**src/rtl/cipher_pkg.sv**
```systemverilog
// Shared constants and helpers for the cipher datapath.
//   CIPHER_DATA_W     : width of one encrypted byte lane
//   CIPHER_WORD_BYTES : default number of lanes packed into one bus word
//   cnt_w()           : width needed to hold a lane count 0..bytes_per_word inclusive
package cipher_pkg;

    localparam int unsigned CIPHER_DATA_W     = 8;
    localparam int unsigned CIPHER_WORD_BYTES = 4;

    function automatic int unsigned cnt_w(input int unsigned bytes_per_word);
        return $clog2(bytes_per_word) + 1;
    endfunction

endpackage

```
**src/rtl/cipher_out_reg.sv**
```systemverilog
// One-entry valid/ready holding register for packed words.
// Ports:
//   clk_i, rst_i          : clock, asynchronous active-high reset
//   load_i                : capture data_i/bytes_i this edge (may coincide with a drain)
//   data_i, bytes_i       : word and its valid-byte count to capture
//   ready_i               : consumer accepts the held word this cycle
//   valid_o, data_o,
//   bytes_o               : held word; stable while valid_o && !ready_i
module cipher_out_reg #(
    parameter int unsigned DATA_W  = 32,
    parameter int unsigned BYTES_W = 3
) (
    input  logic               clk_i,
    input  logic               rst_i,
    input  logic               load_i,
    input  logic [DATA_W-1:0]  data_i,
    input  logic [BYTES_W-1:0] bytes_i,
    input  logic               ready_i,
    output logic               valid_o,
    output logic [DATA_W-1:0]  data_o,
    output logic [BYTES_W-1:0] bytes_o
);

    logic               valid_q;
    logic [DATA_W-1:0]  data_q;
    logic [BYTES_W-1:0] bytes_q;

    always_ff @(posedge clk_i or posedge rst_i) begin
        if (rst_i) begin
            valid_q <= 1'b0;
            data_q  <= '0;
            bytes_q <= '0;
        end else if (load_i) begin
            // Load wins over drain so back-to-back words need no bubble.
            valid_q <= 1'b1;
            data_q  <= data_i;
            bytes_q <= bytes_i;
        end else if (valid_q && ready_i) begin
            valid_q <= 1'b0;
        end
    end

    assign valid_o = valid_q;
    assign data_o  = data_q;
    assign bytes_o = bytes_q;

endmodule

```
**src/rtl/cipher_word_packer.sv**
```systemverilog
// Packs the encrypted byte stream into bus words, first byte in the low lane.
// A flush emits the current partial word zero-padded; words drained are counted.
// Ports:
//   clk_i, rst_i                        : clock, asynchronous active-high reset
//   in_valid_i, in_data_i, in_ready_o   : byte input handshake
//   flush_i                             : single-cycle request to emit the partial word
//   out_valid_o, out_data_o,
//   out_bytes_o, out_ready_i            : word output handshake
//   word_count_o                        : words drained since reset, wraps silently
// Note: in_ready_o depends combinationally on out_ready_i.
module cipher_word_packer
    import cipher_pkg::*;
#(
    parameter int unsigned DATA_W         = CIPHER_DATA_W,
    parameter int unsigned BYTES_PER_WORD = CIPHER_WORD_BYTES,
    parameter int unsigned CNT_W          = 16
) (
    input  logic                               clk_i,
    input  logic                               rst_i,
    input  logic                               in_valid_i,
    input  logic [DATA_W-1:0]                  in_data_i,
    output logic                               in_ready_o,
    input  logic                               flush_i,
    output logic                               out_valid_o,
    output logic [DATA_W*BYTES_PER_WORD-1:0]   out_data_o,
    output logic [cnt_w(BYTES_PER_WORD)-1:0]   out_bytes_o,
    input  logic                               out_ready_i,
    output logic [CNT_W-1:0]                   word_count_o
);

    localparam int unsigned CW     = cnt_w(BYTES_PER_WORD);
    localparam int unsigned WORD_W = DATA_W * BYTES_PER_WORD;
    localparam logic [CW-1:0] LastLane = CW'(BYTES_PER_WORD - 1);

    logic [CW-1:0]     cnt_q, cnt_d, fill;
    logic [WORD_W-1:0] asm_q, asm_d, word;
    logic              flush_pend_q, flush_pend_d;
    logic [CNT_W-1:0]  wc_q, wc_d;
    logic              accept, complete, can_load, flush_req, load, drain;

    // Only the word-completing byte needs the output stage free; earlier lanes
    // can fill while a previous word is still held.
    assign in_ready_o = !flush_pend_q && !(cnt_q == LastLane && out_valid_o && !out_ready_i);
    assign accept     = in_valid_i && in_ready_o;
    assign can_load   = !out_valid_o || out_ready_i;
    assign complete   = accept && (cnt_q == LastLane);
    assign flush_req  = flush_i || flush_pend_q;
    assign drain      = out_valid_o && out_ready_i;

    always_comb begin
        word = asm_q;
        if (accept) begin
            word[int'(cnt_q)*DATA_W +: DATA_W] = in_data_i;
        end
        fill = cnt_q + CW'(accept);
        // A full word always loads: in_ready_o already guaranteed room for it.
        load = complete || (flush_req && fill != '0 && can_load);

        asm_d = load ? '0 : word;
        cnt_d = load ? '0 : fill;

        flush_pend_d = flush_pend_q;
        if (load) begin
            flush_pend_d = 1'b0;
        end else if (flush_req && fill != '0) begin
            flush_pend_d = 1'b1;
        end

        wc_d = wc_q + CNT_W'(drain);
    end

    always_ff @(posedge clk_i or posedge rst_i) begin
        if (rst_i) begin
            cnt_q        <= '0;
            asm_q        <= '0;
            flush_pend_q <= 1'b0;
            wc_q         <= '0;
        end else begin
            cnt_q        <= cnt_d;
            asm_q        <= asm_d;
            flush_pend_q <= flush_pend_d;
            wc_q         <= wc_d;
        end
    end

    cipher_out_reg #(
        .DATA_W  (WORD_W),
        .BYTES_W (CW)
    ) u_out_reg (
        .clk_i   (clk_i),
        .rst_i   (rst_i),
        .load_i  (load),
        .data_i  (word),
        .bytes_i (fill),
        .ready_i (out_ready_i),
        .valid_o (out_valid_o),
        .data_o  (out_data_o),
        .bytes_o (out_bytes_o)
    );

    assign word_count_o = wc_q;

endmodule
```
**config.mk**
```make
export PLATFORM = sky130hd
export DESIGN_NAME = cipher_word_packer
export DESIGN_NICKNAME = d
export VERILOG_FILES = /design/src/rtl/cipher_pkg.sv /design/src/rtl/cipher_out_reg.sv /design/src/rtl/cipher_word_packer.sv
export SDC_FILE = /design/constraint.sdc
export NUM_CORES = 1
export LEC_CHECK = 0
export ABC_CLOCK_PERIOD_IN_PS = 6000
export CAP_MARGIN = 20
export CORE_MARGIN = 5
export CORE_UTILIZATION = 55
export CTS_CLUSTER_SIZE = 20
export DETAILED_ROUTE_END_ITERATION = 6
export PLACE_DENSITY = 0.85
export SETUP_SLACK_MARGIN = 0.4
export SLEW_MARGIN = 20
export SYNTH_ARGS = -nofsm -noshare
export SYNTH_HDL_FRONTEND = slang
export SYNTH_SLANG_ARGS = --single-unit
```
**constraint.sdc**
```tcl
create_clock -name clk_i -period 6 [get_ports clk_i]
set_input_delay 0.6 -clock clk_i [delete_from_list [all_inputs] [get_ports clk_i]]
set_output_delay 0.6 -clock clk_i [all_outputs]
set_load 0.02 [all_outputs]
```
==> flow_summary_export.csv <==
group,metric,value,unit
status,outcome,"completed",
logic_synthesis,synth.net_count,356,
placement,post-dp-hpwl,5250,um
detailed_routing,drt_drc_violations_left,0,
pwr,power_density,379,nW/um^2
detailed_routing,wirelength,7540,um
clocking,number_of_h_tree_branching_levels,3,
finish,multiInputGateArea,1540,um^2
detailed_routing,route.vias.total,2524,
logic_synthesis,synth-seq-cells,88,
timing,final.period_utilization,63.5,%
logic_synthesis,synth_cell_area,3950,um^2
floorplanning,die-width,94.7,um
setup_path,timing.reg2reg.setup_slack,2190,ps
detailed_routing,iteration_0_drc_count_of_the_detailed_router,100,
global_route,number_of_antenna_violations_at_the_first_check_in_global_routing,0,
timing,final.min_clock_period,3810,ps
timing,timing.max_slew.rel_slack,27.9,%
logic_synthesis,synthesis.yosys.warnings,0,
timing,clock_skew,19.3,ps
logic_synthesis,synth_cell_type_count,31,
floorplanning,die_h,94.7,um
placement,place_worst_setup_slack,1930,ps
timing,maxClockFrequency,262,MHz
setup_path,critPathMaxFanout,36,
setup_path,crit_path_start_kind,"flop",
clocking,cts_num_sinks,88,
global_route,gr-total-overflow,0,
setup_path,ff2ff_path_depth,11,
pwr,worst_ir_drop_vdd,199,uV
setup_path,critPathCaptureType,"flop",
finish,commonest_non_fill_non_tap_cells_in_the_layout,"88 x sky130_fd_sc_hd__dfrtp_1, 65 x sky130_fd_sc_hd__clkdlybuf4s50_1, 53 x sky130_fd_sc_hd__mux2i_1",
detailed_routing,postRouteAntennaNets,0,
setup_path,crit_path_frequent_cell,"sky130_fd_sc_hd__ha_1",
finish,nFillCells,511,
placement,placement.io_buffers,65,
timing,worst_slew_pin_slew,1080,ps
timing,fin_hold_ws,473,ps
clocking,clock_insertion_delay_worst_skew,370,ps
logic_synthesis,synth.yosys.seq_area_share,55.8,%
detailed_routing,drtPass1Iterations,4,
detailed_routing,via_per_inst,5.03,
logic_synthesis,synth_instances,334,
timing,hold_violations,0,
global_route,gr_util_all_layers,18.3,%
timing,finalWorstSetupSlack,2190,ps
floorplanning,floorplan.io_pins,66,
clocking,tritoncts_clock_tree,"built",
setup_path,worst-endpoint-required,6280,ps
setup_path,rr_endpoint,"u_out_reg.data_o[21]$_DFFE_PP0P_",
finish,antenna_cells_inserted,0,
global_route,wire_length_of_the_first_global_routing_pass,12600,um
floorplanning,floorplan.die_area,8970,um^2
clocking,cts_hold_buffers,0,
clocking,clkTransAtPathRegs,90,ps
finish,fin_nets,423,
setup_path,worstPathCellList,"ha_1, nor4bb_1, buf_4, nor2_1, ha_1, ha_1, xor2_1, o32ai_2, a21oi_4, buf_4, mux2i_1",
timing,grt_setup_unrepaired,"no",
clocking,numCtsBuffers,9,
timing,timing_max_transition_violations_final,0,
global_route,first_global_vias,2592,
floorplanning,floorplan.initialDensity,57.2,%
clocking,post-cts-setup-buffers,0,
clocking,max-clock-path-buffers,2,
finish,flip_flop_and_latch_area,2200,um^2
setup_path,critPathLaunch,"cnt_q[0]$_DFF_PP0_",
floorplanning,fp-row-count,30,
setup_path,timing.rr.start,"cnt_q[0]$_DFF_PP0_",
floorplanning,placeableCoreArea,6910,um^2
clocking,cts_resized,0,
hold_path,hold_path_class,"flop to flop",
placement,gp_congestion,0.835,
setup_path,timing.setup.critical_path_class,"flop to flop",
global_route,maximum_number_of_pins_on_one_net_before_global_route_repair,89,
job,drv.max_cap_violation_count,0,
logic_synthesis,synth.largest_area_cell,"sky130_fd_sc_hd__dfrtp_1",
pwr,p_leak,2.24,nW
timing,endpoints_failing_setup,0,
setup_path,cpPeakStageDelay,860,ps
setup_path,crit_path_top_delay_cell,"sky130_fd_sc_hd__a21oi_4",
finish,layout-area-overhead-vs-synth,23.3,%
logic_synthesis,synth.top_cells.by_area,"sky130_fd_sc_hd__dfrtp_1 56%, sky130_fd_sc_hd__mux2i_1 13%, sky130_fd_sc_hd__mux2_2 3.7%",
logic_synthesis,postSynthAreaPerCell,11.8,um^2
logic_synthesis,synth.top_cell.area_share,55.8,%
clocking,ctsRootBufferMaster,"sky130_fd_sc_hd__clkbuf_8",
setup_path,worst_setup_path_endpoint,"u_out_reg.data_o[21]$_DFFE_PP0P_",
detailed_routing,route.detailed.wl_per_inst,15.0,um
finish,layout_commonest_cell,"sky130_fd_sc_hd__dfrtp_1",
finish,fraction_of_final_layout_cells_sized_beyond_drive_strength_1,10.1,%
setup_path,timing.critical_path.arrival,4090,ps
timing,final.setup.tns,0,ps
## critical path: cells and delay by family, from the launching register on
kind | cells | cell delay, ps
AO/OA/AOI/OAI | 2 | 1020
buffers and inverters | 2 | 660
adder cells (fa/ha/maj) | 3 | 630
flip-flops | 1 | 590
AND/OR/NAND/NOR | 2 | 330
XOR/XNOR | 1 | 240
multiplexers | 1 | 220
## kinds of logic after synthesis
| group | synth area share [%] |
|---|---|
| DFF | 55.8 |
| AOI/OAI and AO/OA | 0.824 |
| adders and majority gates | 2.85 |
| and+or+nand+nor | 14.3 |
| muxes | 17.7 |
| buffers and inverters | 5.26 |
| xor gates and xnor gates | 3.33 |
## per-stage QoR
stage	std cells	total power [W]	util [%]	instance area (um^2)
after CTS	502	0.00185	70.5	4870
after detailed placement	486	0.00148	67.8	4690
after global routing	502	0.00195	70.5	4870
after floorplan	334	0.00126	-	3950
final	502	0.00184	70.5	4870
after global placement	486	0.00146	67.8	4690
## report_power, final
| group | internal (W) | leakage [nW] | total (W) | switching (W) |
|---|---|---|---|---|
| combinational | 0.000308 | 0.964 | 0.000710 | 0.000401 |
| sequential | 0.000684 | 1.20 | 0.000755 | 0.0000712 |
| clock | 0.000155 | 0.0838 | 0.000379 | 0.000224 |
## synthesized netlist by cell type
cell type	number
sky130_fd_sc_hd__nor4bb_1	1
sky130_fd_sc_hd__nor4b_1	1
sky130_fd_sc_hd__or2_2	1
sky130_fd_sc_hd__buf_4	2
sky130_fd_sc_hd__mux2_1	2
sky130_fd_sc_hd__a21oi_4	1
sky130_fd_sc_hd__mux2i_1	53
sky130_fd_sc_hd__dfrtp_1	88
sky130_fd_sc_hd__nor3b_1	8
sky130_fd_sc_hd__xnor2_1	9
sky130_fd_sc_hd__nand2b_1	2
sky130_fd_sc_hd__buf_1	2
sky130_fd_sc_hd__nor4_1	1
sky130_fd_sc_hd__clkbuf_1	2
sky130_fd_sc_hd__mux2_2	13
sky130_fd_sc_hd__ha_1	9
sky130_fd_sc_hd__nor3_1	4
sky130_fd_sc_hd__and3_1	9
sky130_fd_sc_hd__nand2b_2	1
sky130_fd_sc_hd__and2_1	2
sky130_fd_sc_hd__o32ai_2	1
sky130_fd_sc_hd__nand2_1	15
sky130_fd_sc_hd__nand4b_1	1
sky130_fd_sc_hd__nand4_1	4
sky130_fd_sc_hd__xor2_1	6
sky130_fd_sc_hd__buf_2	7
sky130_fd_sc_hd__nor2_1	28
sky130_fd_sc_hd__nor3_4	3
sky130_fd_sc_hd__nand3_1	6
sky130_fd_sc_hd__nor2b_1	14
sky130_fd_sc_hd__inv_1	38
## cell type report
class                           count  area share, %
Clock inverter                      7           1.16
Timing Repair Buffer               69           14.1
Sequential cell                    88           45.2
Inverter                           38           2.95
Multi-Input combinational cell    195           31.6
Tap cell                           96           2.47
Clock buffer                        9           2.54
## state kept, by name, indices dropped and copies added, names as in the netlist
signal / flops
cnt_q: 3
flush_pend_q: 1
u_out_reg.valid_o: 1
u_out_reg.data_o: 32
word_count_o: 16
asm_q: 32
u_out_reg.bytes_o: 3
## how the worst min path moves through the flow
stage / start / endpoint / slack, ps / cells after the start
after floorplan: asm_q[10]$_DFF_PP0_ / asm_q[10]$_DFF_PP0_ / 480 / 2
after global placement: word_count_o[15]$_DFF_PP0_ / word_count_o[15]$_DFF_PP0_ / 460 / 1
after detailed placement: word_count_o[15]$_DFF_PP0_ / word_count_o[15]$_DFF_PP0_ / 470 / 1
after CTS: word_count_o[15]$_DFF_PP0_ / word_count_o[15]$_DFF_PP0_ / 480 / 1
after global routing: word_count_o[15]$_DFF_PP0_ / word_count_o[15]$_DFF_PP0_ / 500 / 1
final: word_count_o[15]$_DFF_PP0_ / word_count_o[15]$_DFF_PP0_ / 470 / 1
## layer usage
metal	vias to the layer above	global-route usage (%)	part of all wire (%)
met3	9	2.63	2.6
met4	0	7.57	1.7
met1	1242	25.5	47
li1	1234	-	-
met2	39	28.9	48
met5	-	0	0
Note: power is estimated with default switching activity, not from simulation.
==> patch: new RTL, config.mk and constraints unchanged <==
Set the parameter `CNT_W` to 12 (it was 16).
--- a/src/rtl/cipher_word_packer.sv
+++ b/src/rtl/cipher_word_packer.sv
@@ -13,7 +13,7 @@
 #(
     parameter int unsigned DATA_W         = CIPHER_DATA_W,
     parameter int unsigned BYTES_PER_WORD = CIPHER_WORD_BYTES,
-    parameter int unsigned CNT_W          = 16
+    parameter int unsigned CNT_W          = 12
 ) (
     input  logic                               clk_i,
     input  logic                               rst_i,
Ports: changed (resized word_count_o); port bits go from 66 to 62. The function was not compared with the original's and may differ.
==> patch against the unedited design <==
  * Synthesized area down 4.5%
  * Setup slack worse by 0.10 ns
  * Cell area down 4.2%
  * Total power up 2.8%
  * Utilization down 1.0 points
  * Combinational power up 0.7%
  * Sequential cell count down 4
  * Wire length up 0.15%
  * Critical path type unchanged
==> patch: results <==
export IMPL_grt_util_all_layers=0.1825
export IMPL_nNonClkBuffers=64
export IMPL_relSlewSlack=0.3308
export IMPL_wl_per_cell_um=16.45
export IMPL_layout_comb_gates_multi_input=184
export IMPL_hpwl_um=4994
export IMPL_clock_latency_ns=0.35
export IMPL_synth_cells=313
export IMPL_syn_nets=335
export IMPL_power_leakage_nw=2.174
export IMPL_clkCellAreaFrac=0.04799
export IMPL_regArea_um2=2102
export IMPL_fill_cells=481
export IMPL_gp_congestion=0.8023
export IMPL_wl_um=7552
export IMPL_preCtsSetupSlack_ns=1.864
export IMPL_routed_via_density=5.338
export IMPL_portBuffers=61
export IMPL_layout_nonclk_buf_frac=0.1365
export IMPL_grt_max_degree=85
export IMPL_dp_cells=444
export IMPL_synth_xor_area_share=0.02556
export IMPL_synth_compound_area_frac=0.008629
export IMPL_synth_fa_ha_area_frac=0.02987
export IMPL_synth_seq_cells=84
export IMPL_fin_nets=397
export IMPL_ys_types=29
export IMPL_status="complete, no violations"
export IMPL_ys_seq_area_frac=0.5576
export IMPL_wl_met2_um=3645
## patch: final timing paths
kind                             startpoint                   end  slack [ns]  cells after the start
min reg2reg                word_count_o[11]      word_count_o[11]        0.48                      1
min                        word_count_o[11]      word_count_o[11]        0.48                      1
max in group asynchronous             rst_i  u_out_reg.data_o[25]        4.74                      3
max                                cnt_q[0]  u_out_reg.data_o[21]        2.09                     11
min in group asynchronous             rst_i  u_out_reg.data_o[18]        0.75                      3
max reg2reg                        cnt_q[0]  u_out_reg.data_o[21]        2.09                     11
## patch: power by group
part / switching, mW / internal [mW]
clock: 0.195 / 0.254
combinational: 0.409 / 0.306
sequential: 0.0736 / 0.657
## patch: per-stage QoR
stage / power (mW) / hold WS (ns) / util
after CTS: 1.903 / 0.4782 / 0.6940
final: 1.894 / 0.4754 / 0.6946
after detailed placement: 1.448 / 0.4625 / 0.6607
after global routing: 1.989 / 0.4917 / 0.6946
after global placement: 1.429 / 0.4603 / 0.6607
after floorplan: 1.232 / 0.4800 / -
